==> src/rtl/esc_receiver.sv <==
// Escalation receiver: decodes differential ping/escalation from the sender, answers it and raises esc_req_o.
// Latency: response one cycle after the sampled input; escalation request two cycles after escalation starts.
// Backpressure: none; the sender's level is sampled every cycle. esc_tx_i = {esc_p, esc_n}, esc_rx_o = {resp_p, resp_n}.
module esc_receiver #(
    parameter int unsigned TimeoutCntDw = 16,
    parameter bit          TimeoutEn    = 1'b1
) (
    input  logic       clk_i,
    input  logic       rst_ni,
    input  logic [1:0] esc_tx_i,
    output logic [1:0] esc_rx_o,
    output logic       esc_req_o
);

    typedef enum logic [1:0] {
        IDLE   = 2'd0,
        CHECK  = 2'd1,
        ESC    = 2'd2,
        SIGINT = 2'd3
    } state_e;

    state_e state_q, state_d;
    logic   tog_q, tog_d;
    logic   esc_p, esc_n;
    logic   valid, active, sigint;
    logic   fsm_req;
    logic   timeout;
    logic   enter_esc, ping_done;

    assign esc_p  = esc_tx_i[1];
    assign esc_n  = esc_tx_i[0];
    assign valid  = esc_p != esc_n;
    assign active = valid & esc_p;
    assign sigint = ~valid;

    always_comb begin
        state_d = state_q;
        case (state_q)
            IDLE:    if (active) state_d = CHECK;
            CHECK:   if (active) state_d = ESC;
                     else        state_d = IDLE;
            ESC:     if (!active) state_d = IDLE;
            SIGINT:  if (active) state_d = ESC;
                     else        state_d = IDLE;
            default: state_d = IDLE;
        endcase
        // A broken differential pair wins over every other transition.
        if (sigint) state_d = SIGINT;
    end

    assign enter_esc = (state_d == ESC) && (state_q != ESC);
    assign ping_done = (state_q == CHECK) && (state_d == IDLE);

    always_comb begin
        tog_d = 1'b0;
        if (enter_esc) begin
            tog_d = 1'b0;
        end else if (state_d == SIGINT && state_q != SIGINT) begin
            tog_d = 1'b1;
        end else if (state_q == ESC || state_q == SIGINT) begin
            tog_d = ~tog_q;
        end
    end

    always_ff @(posedge clk_i or negedge rst_ni) begin
        if (!rst_ni) begin
            state_q <= IDLE;
            tog_q   <= 1'b0;
        end else begin
            state_q <= state_d;
            tog_q   <= tog_d;
        end
    end

    always_comb begin
        esc_rx_o = 2'b01;
        fsm_req  = 1'b0;
        case (state_q)
            CHECK:  esc_rx_o = 2'b10;
            ESC: begin
                esc_rx_o = {tog_q, ~tog_q};
                fsm_req  = 1'b1;
            end
            SIGINT: begin
                esc_rx_o = {tog_q, tog_q};
                fsm_req  = 1'b1;
            end
            default: esc_rx_o = 2'b01;
        endcase
    end

    if (TimeoutEn) begin : g_timeout
        localparam logic [TimeoutCntDw-1:0] CntMax = '1;
        logic [TimeoutCntDw-1:0] cnt_q;
        logic                    tmo_q;

        // Counts idle cycles since the last completed ping or escalation; the flag is sticky until reset.
        always_ff @(posedge clk_i or negedge rst_ni) begin
            if (!rst_ni) begin
                cnt_q <= '0;
                tmo_q <= 1'b0;
            end else begin
                tmo_q <= tmo_q | (cnt_q == CntMax);
                if (ping_done || enter_esc) begin
                    cnt_q <= '0;
                end else if (state_q == IDLE && cnt_q != CntMax) begin
                    cnt_q <= cnt_q + 1'b1;
                end
            end
        end

        assign timeout = tmo_q;
    end else begin : g_no_timeout
        assign timeout = 1'b0;
    end

    assign esc_req_o = fsm_req | timeout;

endmodule

==> config.mk <==
export PLATFORM = sky130hd
export DESIGN_NAME = esc_receiver
export DESIGN_NICKNAME = d
export VERILOG_FILES = /design/src/rtl/esc_receiver.sv
export SDC_FILE = /design/constraint.sdc
export NUM_CORES = 1
export LEC_CHECK = 0
export CORE_AREA = 5 5 52 54
export CTS_CLUSTER_SIZE = 16
export DETAILED_ROUTE_END_ITERATION = 7
export DIE_AREA = 0 0 57 59
export PLACE_DENSITY = 0.81
export SETUP_SLACK_MARGIN = 0.2
export SLEW_MARGIN = 20
export SYNTH_ARGS = -nofsm -noshare
export SYNTH_HDL_FRONTEND = slang
export SYNTH_SLANG_ARGS = --single-unit
==> constraint.sdc <==
create_clock -name clk_i -period 2.2 [get_ports clk_i]
set_input_delay 0.55 -clock clk_i [delete_from_list [all_inputs] [get_ports clk_i]]
set_output_delay 0.55 -clock clk_i [all_outputs]
set_load 0.03 [all_outputs]
=== Yosys cells after proc, flatten, opt, wreduce, memory -nomap -nowiden ===
Index checks and enable logic that the tools add are counted.

* Bits in registers: 20
* Bits in latches: 0
* RAM bits: 0
* ROM bits: 0
* Input bits: 4
* Output and inout port bits: 3
* Word-level logic and storage cells: 42
* Memories kept: 0

* Add/sub/neg operators: 1
* Multipliers: 0
* Div/mod/pow operators: 0
* $lt $le $gt $ge: 0
* Eq/ne operators: 10
* Shift operators: 0
* Muxes and demuxes: 12
* Bitwise operators: 4
* Reductions and logical operators: 11

{| class="wikitable"
|+ Operator list
! operator !! number
|-
| 16-bit 2-to-1 mux || 2
|-
| 16-bit by 1-bit adder with 16-bit output, second input constant || 1
|-
| 16-bit == test, second input constant || 1
|-
| 16-bit != test, second input constant || 1
|-
| 2-bit one-hot mux with 3 select lines || 2
|-
| 2-bit == test, second input constant || 4
|-
| 2-bit 2-to-1 mux || 4
|-
| 1-bit logical AND || 4
|-
| 2-bit logical NOT || 2
|-
| 1-bit 2-to-1 mux || 4
|-
| 2-bit != test, second input constant || 2
|-
| 2-bit OR reduction || 2
|-
| 2-bit by 1-bit == test with 1-bit output, second input constant || 1
|-
| 1-bit logical OR || 2
|-
| 1-bit bitwise OR || 2
|-
| 2-bit nonzero test || 1
|-
| 1-bit bitwise AND || 1
|-
| 1-bit != test || 1
|-
| 1-bit inverter || 1
|}

=== Depth between registers and ports, before layout ===
* Depth after elaboration: 9
* Mapped depth: 7
* Mapped depth without buffers: 6

=== Least setup slack after synthesis ===
No wires, ideal clock.

* Kind: in2reg
* From: in esc_tx_i[0]
* To: reg g_timeout.cnt_q[12]
* Setup time: 0.067 ns
* Arrival time: 1.673 ns
* Data required time: 2.133 ns
* Setup slack: 0.461 ns
* Stages on the path: 7
* Path buffers: 1
* Cells stage by stage: inv_1 > ha_1 > or2b_1 > and2_1 > clkbuf_1 > a311o_1 > nand2_1

* Cells in the longest elaborated chain, start to end: 9
* Elaborated cells on any way between the ends: 14
* Classes of those cells: 2 x eq/ne; 6 x mux; 1 x bitwise; 5 x reduce/logical

{| class="wikitable"
|+ RTL lines
! element !! line !! RTL
|-
| start, declared || 10 || <nowiki>input logic [1:0] esc_tx_i,</nowiki>
|-
| 1-bit != test (*) || 32 || <nowiki>assign valid = esc_p != esc_n;</nowiki>
|-
| 1-bit bitwise AND || 33 || <nowiki>assign active = valid & esc_p;</nowiki>
|-
| 2-bit 2-to-1 mux (on tied branches) || -- ||
|-
| 2-bit one-hot mux with 3 select lines || 38 || <nowiki>case (state_q)</nowiki>
|-
| 2-bit 2-to-1 mux (*) || 48 || <nowiki>if (sigint) state_d = SIGINT;</nowiki>
|-
| 2-bit == test or 2-bit logical NOT (tied branches) || 51, 52 ||
|-
| 1-bit logical AND (on tied branches) || 51, 52 ||
|-
| 1-bit logical OR (*) || 104 || <nowiki>if (ping_done || enter_esc) begin</nowiki>
|-
| 16-bit 2-to-1 mux or 2-bit nonzero test (tied branches) || -- ||
|-
| end signal, assigned || 107 || <nowiki>cnt_q <= cnt_q + 1'b1;</nowiki>
|-
| end, declared || 94 || <nowiki>logic [TimeoutCntDw-1:0] cnt_q;</nowiki>
|}

Every way passes the cells marked *; elsewhere a longest branch is shown, timed or not.
A chain may end at the register's enable or synchronous reset.

=== Worst setup path in the final report ===
* From: reg state_q[1]
* To: out esc_rx_o[0]

* Cells in the longest elaborated chain, start to end: 2
* Elaborated cells on any way between the ends: 4
* Classes of those cells: 3 x eq/ne; 1 x mux

{| class="wikitable"
|+ RTL lines
! element !! line !! RTL
|-
| start, declared || 22 || <nowiki>state_e state_q, state_d;</nowiki>
|-
| start signal, assigned || 70 || <nowiki>state_q <= state_d;</nowiki>
|-
| 2-bit == test or 2-bit by 1-bit == test with 1-bit output (tied branches) || 78 || <nowiki>case (state_q)</nowiki>
|-
| 2-bit one-hot mux with 3 select lines (*) || 78 ||
|-
| end, declared || 11 || <nowiki>output logic [1:0] esc_rx_o,</nowiki>
|}

Marks and branches as above.

==> reports/summary.txt <==
Reg-to-reg endpoint - g_timeout.cnt_q[0]
Post-Route WL - 2620 um
I/O pin total - 7
LEAKAGE - 0.547 nW
Switching part of the total power - 32.6%
Max-Cap Viols - 0
#FFs+latches synth - 20
CTS Hold Bufs - 0
Inserted Clock Buffers - 3
CTS tree - yes
Cells on worst reg2reg path - 4
CTS root buf - clkbuf_4
Critical path's top delay family - flip-flops
Worst hold start - g_timeout.tmo_q
DRC viols - 0
Global-route usage over all layers - 17.0%
Met3 Use GR - 3.70%
RR Startpoint - g_timeout.cnt_q[3]
Dpl cells - 159
Clock sinks - 20
Final RePlAce weighted congestion - 0.927
Net Switching - 0.000266 W
Clk slew on worst S/H paths - 110 ps
Largest net degree at the start of global routing - 21
Cell area after layout - 1290 um^2
DR vias - 1043
DP HPWL - 1840 um
Synth Area per Inst - 9.33 um^2
Deepest clock path buffer count - 2
Die width - 57 um
Starting DRT DRC Count - 46
Seq pwr share - 54.7%
CP bufs+invs - 1
Hold Vio Cnt, Final - 0
Vias per inst - 6.44
Cell area after synthesis - 1130 um^2
Synth top cells by count - dfrtp_1 (20), nand2_1 (10), inv_1 (9), nand4_1 (8), a21oi_1 (7)
Setup Buffers After CTS - 0
DIE HEIGHT - 59 um
Crit path DAT - 1400 ps
Area Overhead vs Synth - 14.0%
Design Power - 0.000814 W
Crit-path cells - nand2_1 > xnor2_1 > clkdlybuf4s15_1
Fin Clk Skew - 7.49 ps
Hold EP - g_timeout.tmo_q
Wire per inst - 16.2 um
Met2 usage - 28.7%
Register area - 502 um^2
Post-cts repair resize count - 3
Final design utilization - 59.3%
Initial antenna violation count - 0
# fillers - 191
Final setup vio count - 0
Synth Instances - 121
Clock share of power - 21.9%
Final max-slew violation count - 0
Multi-input gate area - 583 um^2
Tcrit/Tclk final - 88.7%
Row cnt - 17
Layout cells sized above 1 - 16.4%
Crit-path slowest cell - dfrtp_2
Core ar. - 2170 um^2
Global-route wire length before repair - 4420 um
PwrDens - 633 nW/um^2
Ant. Diodes - 0
Maximum VDD drop - 692 uV
Number of global-route vias before repair - 999
Ys flop type - dfrtp_1
Drt first pass iters - 5
EDFF count, synth - 0
Buffers on Ports - 6
CP max stage delay - 460 ps
R2R Setup Slk - 310 ps
Distinct cells, synth - 39
ANT nets after route - 0
Fin crit period - 1950 ps
Internal cell power - 0.000549 W
Final std cells w/o fill - 162
Worst hold path stage count - 1
Startpoint types - flop
Required @ worst endpoint - 1650 ps
Comb pwr share - 23.4%
Initial core utilization - 52.0%
Top cells by area, synth - dfrtp_1 (44%), nand4_1 (4.4%), mux2i_1 (3.5%)
Synth warn - 0
Area leader, netlist - dfrtp_1
M1 GR Usage - 19.6%
Clk_lat worst skew - 310 ps
Critical path endpoint category - output port
Status - completed
Count leader, synth - dfrtp_1
Slew headroom - 58.2%
Crit Path Max Fanout - 8
Register area share after synthesis - 44.3%
Grt peak-use layer - met2
Synth top area share - 44.3%
Final #Nets - 142
Type of the most critical hold path - flop to flop
CP Class - flop to output port
Die footprint - 3360 um^2
H-tree depth - 1
Synthesized Nets - 127
Asr flop ratio synth - 100%
Maximum clock rate - 512 MHz
Setup_tns - 0 ps
Worst-margin pin slew - 621 ps
Post-placement cell area - 1270 um^2
Unrepaired setup endpoints after global routing - true
Overflow left after global routing - 0
-- routing by layer --
metal  up-vias  routed length (um)  share of wire, %
li1        485                   -                 -
met1       496                1050                40
met2        45                1290                49
met3        17                 160               6.1
met4         0                 116               4.4
met5         -                   0                 0
-- stage by stage --
stage	setup slack (ps)	hold WS (ps)
final	248	477
after global routing	138	508
after CTS	165	476
after detailed placement	-6.41	449
after global placement	62.5	446
after floorplan	461	254
-- flip-flops by register name, indices dropped and copies added (netlist names) --
| name | cells |
|---|---|
| g_timeout.tmo_q | 1 |
| state_q | 2 |
| g_timeout.cnt_q | 16 |
| tog_q | 1 |
-- worst reg2reg max path, delay by kind of cell (launching register included) --
family / cells / cell delay (ps)
multiplexers: 1 / 160
flip-flops: 1 / 490
AND/OR/NAND/NOR: 3 / 1140
-- layout by cell type, fill, tap and decap left out, types with 2 or more instances in the layout --
cell type	instances
dfrtp_1	19
nand2_1	10
inv_1	9
nand4_1	8
buf_4	8
a21oi_1	7
nor2_1	5
o21ai_0	4
nand3_1	4
nor3_1	4
mux2i_1	4
or2_2	3
a31oi_1	3
nor4_1	3
o211ai_1	3
o31ai_1	3
clkbuf_4	3
clkdlybuf4s50_1	3
nor4_2	2
and4_1	2
and3_1	2
a211oi_1	2
ha_1	2
clkbuf_2	2
-- area by class of cell --
class | count | area share (%)
clock buffer | 3 | 1.75
inverter | 9 | 2.63
multi-input combinational | 88 | 45.3
sequential | 20 | 39.0
tap | 28 | 2.72
timing repair buffer | 14 | 8.56
-- worst max-delay path by stage --
stage	to	slack [ps]	depth (start not counted)	startpoint
2_1_floorplan	g_timeout.cnt_q[12]	460	7	esc_tx_i[0]
3_3_place_gp	g_timeout.cnt_q[11]	60	8	esc_tx_i[0]
3_5_place_dp	g_timeout.cnt_q[11]	-6	8	esc_tx_i[0]
4_1_cts	esc_rx_o[0]	170	3	state_q[1]
5_1_grt	g_timeout.cnt_q[1]	140	4	g_timeout.cnt_q[3]
6_report	esc_rx_o[0]	250	3	state_q[1]
-- power groups by stage --
stage	Sequential, W	Combinational, W	Clock, W
after floorplan	0.000442	0.000126	0
after global placement	0.000449	0.000189	0
after detailed placement	0.000451	0.000199	0
after CTS	0.000444	0.000191	0.000178
after global routing	0.000453	0.000213	0.000203
final	0.000446	0.000190	0.000178
-- logic make-up after synthesis --
| family | after synthesis | share of synthesized area [%] |
|---|---|---|
| xor gates and xnor gates | 1 | 0.776 |
| DFF | 20 | 44.3 |
| buffers and inverters | 13 | 4.55 |
| adders and majority gates | 2 | 2.22 |
| muxes | 4 | 3.55 |
| and+or+nand+nor | 52 | 27.2 |
| AOI/OAI and AO/OA | 29 | 17.4 |
Note: power is estimated with default switching activity, not from simulation.
